### src/rtl/demux_pkg.sv
// rtl/demux_pkg.sv - shared widths and types for the 1x16 deserializer
package demux_pkg;

  localparam int N    = 16;
  localparam int SELW = $clog2(N);

  typedef logic [N-1:0]    word_t;
  typedef logic [SELW-1:0] sel_t;

  localparam sel_t SEL_LAST = sel_t'(N - 1);
  localparam sel_t SEL_ONE  = sel_t'(1);

endpackage

### src/rtl/demux_1x16.sv
// rtl/demux_1x16.sv - one-hot 1-to-16 write-enable decoder, inverse of the 16x1 mux
module demux_1x16
  import demux_pkg::*;
(
  input  logic [SELW-1:0] sel,
  input  logic            en,
  output logic [N-1:0]    we
);

  always_comb begin
    we = '0;
    if (en) we[sel] = 1'b1;
  end

endmodule

### src/rtl/demux_1x16_deser.sv
// rtl/demux_1x16_deser.sv - serial-to-16-bit deserializer with sof realignment and valid/ready output
module demux_1x16_deser
  import demux_pkg::*;
(
  input  logic            clk,
  input  logic            rst_n,
  input  logic            clear,
  input  logic            din_valid,
  input  logic            din,
  input  logic            sof,
  output logic            din_ready,
  output logic [SELW-1:0] sel,
  output logic [N-1:0]    y,
  output logic            y_valid,
  input  logic            y_ready,
  output logic            err_abort,
  output logic [7:0]      word_cnt
);

  word_t asm_q;
  word_t we;
  word_t asm_wr;
  logic  accept;
  logic  take_sof;
  logic  take_bit;
  logic  complete;

  // Only the final bit can stall: it would overwrite a word still held downstream.
  assign din_ready = !((sel == SEL_LAST) && y_valid && !y_ready);
  assign accept    = din_valid && din_ready && !clear;
  assign take_sof  = accept && sof;
  assign take_bit  = accept && !sof;
  assign complete  = take_bit && (sel == SEL_LAST);

  demux_1x16 u_demux (
    .sel (sel),
    .en  (take_bit),
    .we  (we)
  );

  assign asm_wr = (asm_q & ~we) | (we & {N{din}});

  always_ff @(posedge clk or negedge rst_n) begin
    if (!rst_n) begin
      sel       <= '0;
      asm_q     <= '0;
      y         <= '0;
      y_valid   <= 1'b0;
      err_abort <= 1'b0;
      word_cnt  <= '0;
    end else if (clear) begin
      sel       <= '0;
      asm_q     <= '0;
      y_valid   <= 1'b0;
      err_abort <= 1'b0;
    end else begin
      err_abort <= 1'b0;
      if (y_valid && y_ready) y_valid <= 1'b0;
      if (take_sof) begin
        // sof always restarts at bit 0; a nonzero index means a frame was cut short.
        asm_q     <= {{(N-1){1'b0}}, din};
        sel       <= SEL_ONE;
        err_abort <= (sel != '0);
      end else if (complete) begin
        y        <= {din, asm_q[N-2:0]};
        y_valid  <= 1'b1;
        sel      <= '0;
        asm_q    <= '0;
        word_cnt <= word_cnt + 8'd1;
      end else if (take_bit) begin
        asm_q <= asm_wr;
        sel   <= sel + SEL_ONE;
      end
    end
  end

endmodule

### config.mk
export PLATFORM = sky130hd
export DESIGN_NAME = demux_1x16_deser
export DESIGN_NICKNAME = d
export VERILOG_FILES = /design/src/rtl/demux_pkg.sv /design/src/rtl/demux_1x16.sv /design/src/rtl/demux_1x16_deser.sv
export SDC_FILE = /design/constraint.sdc
export NUM_CORES = 1
export LEC_CHECK = 0
export CAP_MARGIN = 10
export CORE_MARGIN = 2
export CORE_UTILIZATION = 40
export CTS_CLUSTER_DIAMETER = 40
export DETAILED_ROUTE_END_ITERATION = 7
export PLACE_DENSITY_LB_ADDON = 0.2
export SLEW_MARGIN = 20
export SYNTH_ARGS = -nofsm -noshare
export SYNTH_HDL_FRONTEND = slang
export SYNTH_SLANG_ARGS = --single-unit
export TNS_END_PERCENT = 30
### constraint.sdc
create_clock -name clk -period 1.6 [get_ports clk]
set_input_delay 0.16 -clock clk [delete_from_list [all_inputs] [get_ports clk]]
set_output_delay 0.16 -clock clk [all_outputs]
set_load 0.01 [all_outputs]
==> metrics.json, run 1 <==
{
  "timing_worst_setup_path_type": "flop to output port",
  "pin_count": 38,
  "post_drt_wl_per_cell_um": 13.71,
  "wire_length_reported_by_the_detailed_router_um": 4977,
  "final_critical_path_share_of_the_clock_period": 0.9909,
  "drt_first_iter_violations": 97,
  "grt.total_usage": 0.1807,
  "synth-edff-count": 0,
  "finalSetupTns_ps": 0,
  "die_boundary_height_um": 77.73,
  "critical_path.startpoint_type": "flop",
  "root_buffer": "clkbuf_8",
  "dpl.hpwl_um": 3585,
  "cts_max_path_buffers": 2,
  "final-hold-violation-count": 0,
  "initial_utilization": 0.4204,
  "fp.dieW_um": 77.73,
  "regToRegEndpoint": "asm_q[13]",
  "reg2regPathDepth": 5,
  "via_count": 1829,
  "largest_net_degree_at_the_start_of_global_routing": 29,
  "design.core.area_um2": 5172,
  "dieArea_um2": 6042,
  "numPortBuffers": 37,
  "ys_seq_elements": 45,
  "slowest_delay_ps": 410,
  "ys_flop_type": "dfrtp_1",
  "slew-limit-headroom": 0.7017,
  "globalRoute.totalOverflow": 0,
  "post_drt_via_cell_ratio": 5.039,
  "detailedPlace.worstSlack_ps": -180.6,
  "top_cells_by_area_synth": "dfrtp_1 (52%), nand2_1 (11%), ha_1 (2.9%), a21o_1 (2.4%), nand3b_1 (2.4%)",
  "ant_nets": 0,
  "r2r-start": "sel[0]",
  "synth_fp_nets": 237,
  "clock_network_latency_to_the_later_pin_of_the_worst_skew_pair_ps": 300,
  "crit_arrival_ps": 1430,
  "grt_pass1_vias": 1826,
  "n_antenna_cell": 0,
  "synthDistinctLibCells": 40,
  "numCtsBuffers": 5,
  "grt_first_pass_wirelength_um": 8818,
  "power_density_nw_per_um2": 730.5,
  "cts-htree-levels": 2,
  "data_required_time_at_the_worst_endpoint_ps": 1440,
  "syn-mean-instance-area_um2": 9.665,
  "ff2ff_setup_slack_ps": 30,
  "routabilityCongestion": 0.8065,
  "sequential_area_share_after_synthesis": 0.5178,
  "post_synth_inst_count": 225,
  "outcome": "complete, no violations",
  "worstMarginPinSlew_ps": 447.4,
  "yosys.area.top_type_share": 0.5178,
  "cell_with_the_biggest_individual_delay_on_the_critical_path": "dfrtp_2",
  "timing.final.crit_period_ps": 1585,
  "final_layout_size_suffix_gt1_frac": 0.1945,
  "cap_violations": 0,
  "placementRows": 26,
  "antenna_found_initial": 0,
  "slew_viol_final": 0,
  "detailedRoute.firstPassIterationCount": 4,
  "path_clk_slew_ps": 90,
  "ys_warn_count": 0,
  "max_freq_mhz": 630.7,
  "kind_of_capture_point_of_the_worst_setup_path": "output port",
  "rsz0062_at_grt": "yes",
  "timing.critical_path.cells": "ha_4 > and3_4 > nand2_1 > dlygate4sd2_1",
  "final_critical_path_setup_slack_ps": 14.54,
  "postCtsSetupRepairBufs": 0,
  "syn2layout_area_growth_pct": 38.32,
  "layout.nets": 304,
  "cellLeakagePower_nw": 1.419,
  "holdCritPathClass": "input port to async pin",
  "critical_path_peak_fanout": 5,
  "async_set_or_reset_register_ratio_after_synthesis": 1.000,
  "synth.cell_area_um2": 2175,
  "synth.largest_area_cell": "dfrtp_1",
  "worst_ir_drop_vdd_v": 0.0003580,
  "tritoncts": "yes",
  "final-setup-viol-count": 0,
  "clock_sinks": 45,
  "final_skew_ps": 9.049,
  "final.fill_count": 474,
  "drcViolationCount": 0
}
cell usage after synthesis (2+ instances only):
library cell,number
nand2b_1,3
nand3_1,6
a21o_1,7
nor2b_1,2
a2bb2oi_1,3
nor3b_1,4
nand4_1,3
xnor2_1,5
o2bb2ai_1,2
dfrtp_1,45
buf_2,3
nor2_1,6
o21ai_0,7
inv_1,6
clkbuf_1,6
nand3b_1,7
ha_1,5
and3_1,2
a21oi_1,7
xor2_1,2
nand2_1,63
o22ai_1,8
a221o_1,3
nor3_1,3
buf_6,2
power by group:
| part | leakage, nW | internal (mW) | switching [mW] |
|---|---|---|---|
| registers | 0.624 | 1.14 | 0.00586 |
| clock network | 0.0554 | 0.469 | 0.394 |
| logic | 0.740 | 0.0875 | 0.0976 |
kinds of logic after synthesis:
group	Yosys count	synth area share
XOR/XNOR	7	0.02819
flip-flops	45	0.5178
AND/OR/NAND/NOR	105	0.2365
AO/OA/AOI/OAI	45	0.1462
multiplexers	1	0.004603
adder cells (fa/ha/maj)	5	0.02877
buffers and inverters	17	0.03797
cells in the final DEF (no fill, tap or decap), types with 3 or more instances in the layout:
cell type        synthesis  layout
nand2_1                 63      63
dfrtp_1                 45      43
clkdlybuf4s50_1          0      33
buf_4                    0      31
o22ai_1                  8       8
a21o_1                   7       7
nand3b_1                 7       7
inv_1                    6       6
o21ai_0                  7       6
a21oi_1                  7       6
xnor2_1                  5       5
nand3_1                  6       5
nor2_1                   6       5
clkbuf_8                 0       5
nand2b_1                 3       3
nand4_1                  3       3
nor3b_1                  4       3
a221o_1                  3       3
a2bb2oi_1                3       3
nor3_1                   3       3
critical path: cells and delay by family, from the launching register on:
kind	cells	cell delay [ps]
flip-flops	1	410
buffers and inverters	1	280
AND/OR/NAND/NOR	2	280
adder cells (fa/ha/maj)	1	160
registers in the layout (all words and copies together) (netlist names):
register   cells
word_cnt       8
y             16
sel            4
err_abort      1
asm_q         15
y_valid        1
through the flow:
stage / cells / cell area, um^2 / utilization / total power [mW] / hold WS, ps
after global routing: 363 / 3008 / 0.5815 / 2.288 / 411.2
after detailed placement: 354 / 2841 / 0.5493 / 1.348 / 138.7
after floorplan: 225 / 2202 / - / 1.240 / -135.6
after CTS: 363 / 2978 / 0.5757 / 2.219 / 366.0
final: 363 / 3008 / 0.5815 / 2.197 / 332.1
after global placement: 354 / 2841 / 0.5493 / 1.347 / 144.8
repair_timing:
item,4_1_cts,5_1_grt
hold buffers,1,0
endpoints found under the hold margin,17,0
setup endpoints to repair,15,12
gates resized for setup,4,9
pin swaps,0,1
cell type report:
| class | instances | area [um^2] | area share |
|---|---|---|---|
| Clock buffer | 6 | 72.57 | 0.02413 |
| Clock inverter | 2 | 38.79 | 0.01290 |
| Inverter | 6 | 22.52 | 0.007488 |
| Multi-Input combinational cell | 163 | 1015 | 0.3374 |
| Sequential cell | 45 | 1129 | 0.3752 |
| Tap cell | 70 | 87.58 | 0.02912 |
| Timing Repair Buffer | 71 | 643.1 | 0.2138 |
worst max path at each step:
| stage | endpoint | depth (start not counted) | start | slack [ps] |
|---|---|---|---|---|
| floorplan | asm_q[12] | 7 | sel[1] | -140 |
| global placement | word_cnt[4] | 6 | clear | -170 |
| detailed placement | word_cnt[4] | 6 | clear | -180 |
| CTS | asm_q[0] | 7 | sel[1] | 4 |
| global route | din_ready | 4 | sel[0] | -40 |
| finish | din_ready | 4 | sel[0] | 10 |
metal layers:
layer,vias to the layer above,global-route usage,share of wire
met5,-,0,0
met4,0,0.04464,0.010
met3,5,0.03140,0.030
met2,34,0.2922,0.47
met1,873,0.2524,0.49
li1,917,-,-
Note: power is estimated with default switching activity, not from simulation.
==> inputs of run 2 (changes only) <==
CAP_MARGIN = 40   (was 10)
==> results of run 2 <==
No change in the layout: final DEF, timing and power equal those of run 1.
==> inputs of run 3 (changes only) <==
CORE_MARGIN = 1.5   (was 2)
==> run 3 against run 2 <==
  * Global-route usage grew 0.69 points
  * Register-to-register slack barely moved
  * Clock skew up 1.8 ps
  * Final area decreased by 1.6%
  * Die area down 2.6%
  * Worst setup slack gained 21 ps
  * Cell count fell by 0.55%
  * Clock power down 17%
  * Count of clock-buffer cells in the layout fell by 1
  * Maximum frequency grew 1.3%
  * Highest routed layer unchanged
==> metrics.json, run 3 (same netlist as run 1, synthesis figures left out) <==
{
  "outcome": "complete, no violations",
  "detailedRoute.firstPassIterationCount": 5,
  "power_switching_mw": 0.5063,
  "fin_util": 0.5723,
  "rsz0062_at_grt": "yes",
  "comb_power_share": 0.086,
  "power_density_nw_per_um2": 689.2,
  "layout.cells.most_common": "nand2_1",
  "largest_registers": "y (16), asm_q (15), word_cnt (8)",
  "slowest_delay_ps": 450,
  "final_cell_mix": "nand2_1 (63), dfrtp_1 (43), clkdlybuf4s50_1 (32)",
  "max_freq_mhz": 639.1,
  "n_antenna_cell": 0,
  "numPortBuffers": 37,
  "holdCritPathClass": "input port to async pin",
  "tritoncts": "yes",
  "cellLeakagePower_nw": 1.410,
  "grt_first_pass_wirelength_um": 8811,
  "grt_pass1_vias": 1892,
  "syn2layout_area_growth_pct": 36.13,
  "post_drt_wl_per_cell_um": 13.70,
  "initial_utilization": 0.4204,
  "cts_max_path_buffers": 2,
  "max_flop_register": "y",
  "root_buffer": "clkbuf_8",
  "drcViolationCount": 0,
  "fp.dieW_um": 76.73,
  "cts-htree-levels": 2,
  "share_clk_of_total_power": 0.350,
  "final_layout_size_suffix_gt1_frac": 0.1959,
  "seq_area_um2": 1129,
  "via_count": 1857,
  "internal_power_mw": 1.534,
  "kind_of_capture_point_of_the_worst_setup_path": "flop",
  "final.fill_count": 463,
  "multi_input_comb_area_um2": 1017,
  "cap_violations": 0,
  "cell_with_the_biggest_individual_delay_on_the_critical_path": "dfrtp_2",
  "largest_delay_contributor_family_on_the_critical_path": "compound AO/OA/AOI/OAI gates",
  "drt_first_iter_violations": 60,
  "critPathBufInv": 0,
  "antenna_found_initial": 0,
  "dpl.hpwl_um": 3531,
  "ant_nets": 0,
  "pin_count": 38,
  "slew_viol_final": 0,
  "largest_net_degree_at_the_start_of_global_routing": 46,
  "layout.nets": 302,
  "design.core.area_um2": 5172,
  "timing.critical_path.cells": "ha_4 > and3_4 > a21boi_4 > a21oi_2 > a221o_1",
  "critical_path.startpoint_type": "flop",
  "post_drt_via_cell_ratio": 5.144,
  "slew-limit-headroom": 0.6147,
  "holdWs_ps": 458.9,
  "worstMarginPinSlew_ps": 578.0,
  "path_clk_slew_ps": 90,
  "wire_length_reported_by_the_detailed_router_um": 4946,
  "numCtsBuffers": 5,
  "finalSetupTns_ps": 0,
  "largest_reg_flops": 16,
  "dieArea_um2": 5887,
  "critical_path_peak_fanout": 5,
  "worst_ir_drop_vdd_v": 0.0003706,
  "routabilityCongestion": 0.8128,
  "final_critical_path_share_of_the_clock_period": 0.9779,
  "die_boundary_height_um": 76.73,
  "crit_arrival_ps": 1740,
  "placementRows": 26,
  "grt.total_usage": 0.1876,
  "seq_power_share": 0.563,
  "final_skew_ps": 10.84,
  "clock_network_latency_to_the_later_pin_of_the_worst_skew_pair_ps": 300,
  "clock_sinks": 45,
  "data_required_time_at_the_worst_endpoint_ps": 1780,
  "timing.final.crit_period_ps": 1565,
  "timing_worst_setup_path_type": "flop to flop",
  "final-setup-viol-count": 0,
  "sw_share": 0.2482,
  "globalRoute.totalOverflow": 0,
  "final-hold-violation-count": 0
}
## run 3: tightest hold or removal path, cell delays in order
cell	delay (ps)
dlygate4sd3_1	510
buf_2	90
buf_4	460
## run 3: cell type report
| type | count | area share |
|---|---|---|
| clock buffer | 5 | 0.02325 |
| clock inverter | 3 | 0.007185 |
| inverter | 6 | 0.007608 |
| multi-input combinational | 163 | 0.3436 |
| sequential | 45 | 0.3812 |
| tap | 70 | 0.02959 |
| timing repair buffer | 69 | 0.2075 |
## run 3: worst paths after layout
path	from	to	slack (ps)	depth (start not counted)
max	sel[0]	asm_q[13]	40	5
min	rst_n	y[8]	460	3
max reg2reg	sel[0]	asm_q[13]	40	5
min reg2reg	word_cnt[7]	word_cnt[7]	470	1
max in group asynchronous	rst_n	sel[0]	700	3
min in group clk	word_cnt[7]	word_cnt[7]	470	1
## run 3: stage by stage
stage | instance area [um^2] | setup WS (ps) | total power [mW] | cells
after global placement | 2814 | -164.7 | 1.338 | 352
final | 2960 | 35.31 | 2.040 | 361
after detailed placement | 2814 | -204.5 | 1.341 | 352
after CTS | 2925 | -9.472 | 2.054 | 361
after global routing | 2960 | -25.08 | 2.138 | 361
after floorplan | 2202 | -136.7 | 1.240 | 225
## run 3: timing repair
action,in CTS,in global routing
endpoints found under the setup margin,10,16
cloned,0,0
pin swaps,0,2
resized for setup,3,13
hold endpoints to repair,45,0
buffers inserted,0,0
hold buffers,1,0
## run 3: per-layer routing
metal	GRT usage	vias to the layer above	part of all wire
met4	0.06667	0	0.013
met2	0.3044	41	0.48
li1	-	905	-
met3	0.03810	9	0.035
met1	0.2487	902	0.47
met5	0	-	0
## run 3: power groups by stage
stage	clock network [mW]	logic, mW	registers, mW
global placement	0	0.168	1.17
floorplan	0	0.0665	1.17
global route	0.792	0.195	1.15
CTS	0.731	0.173	1.15
detailed placement	0	0.170	1.17
finish	0.715	0.176	1.15
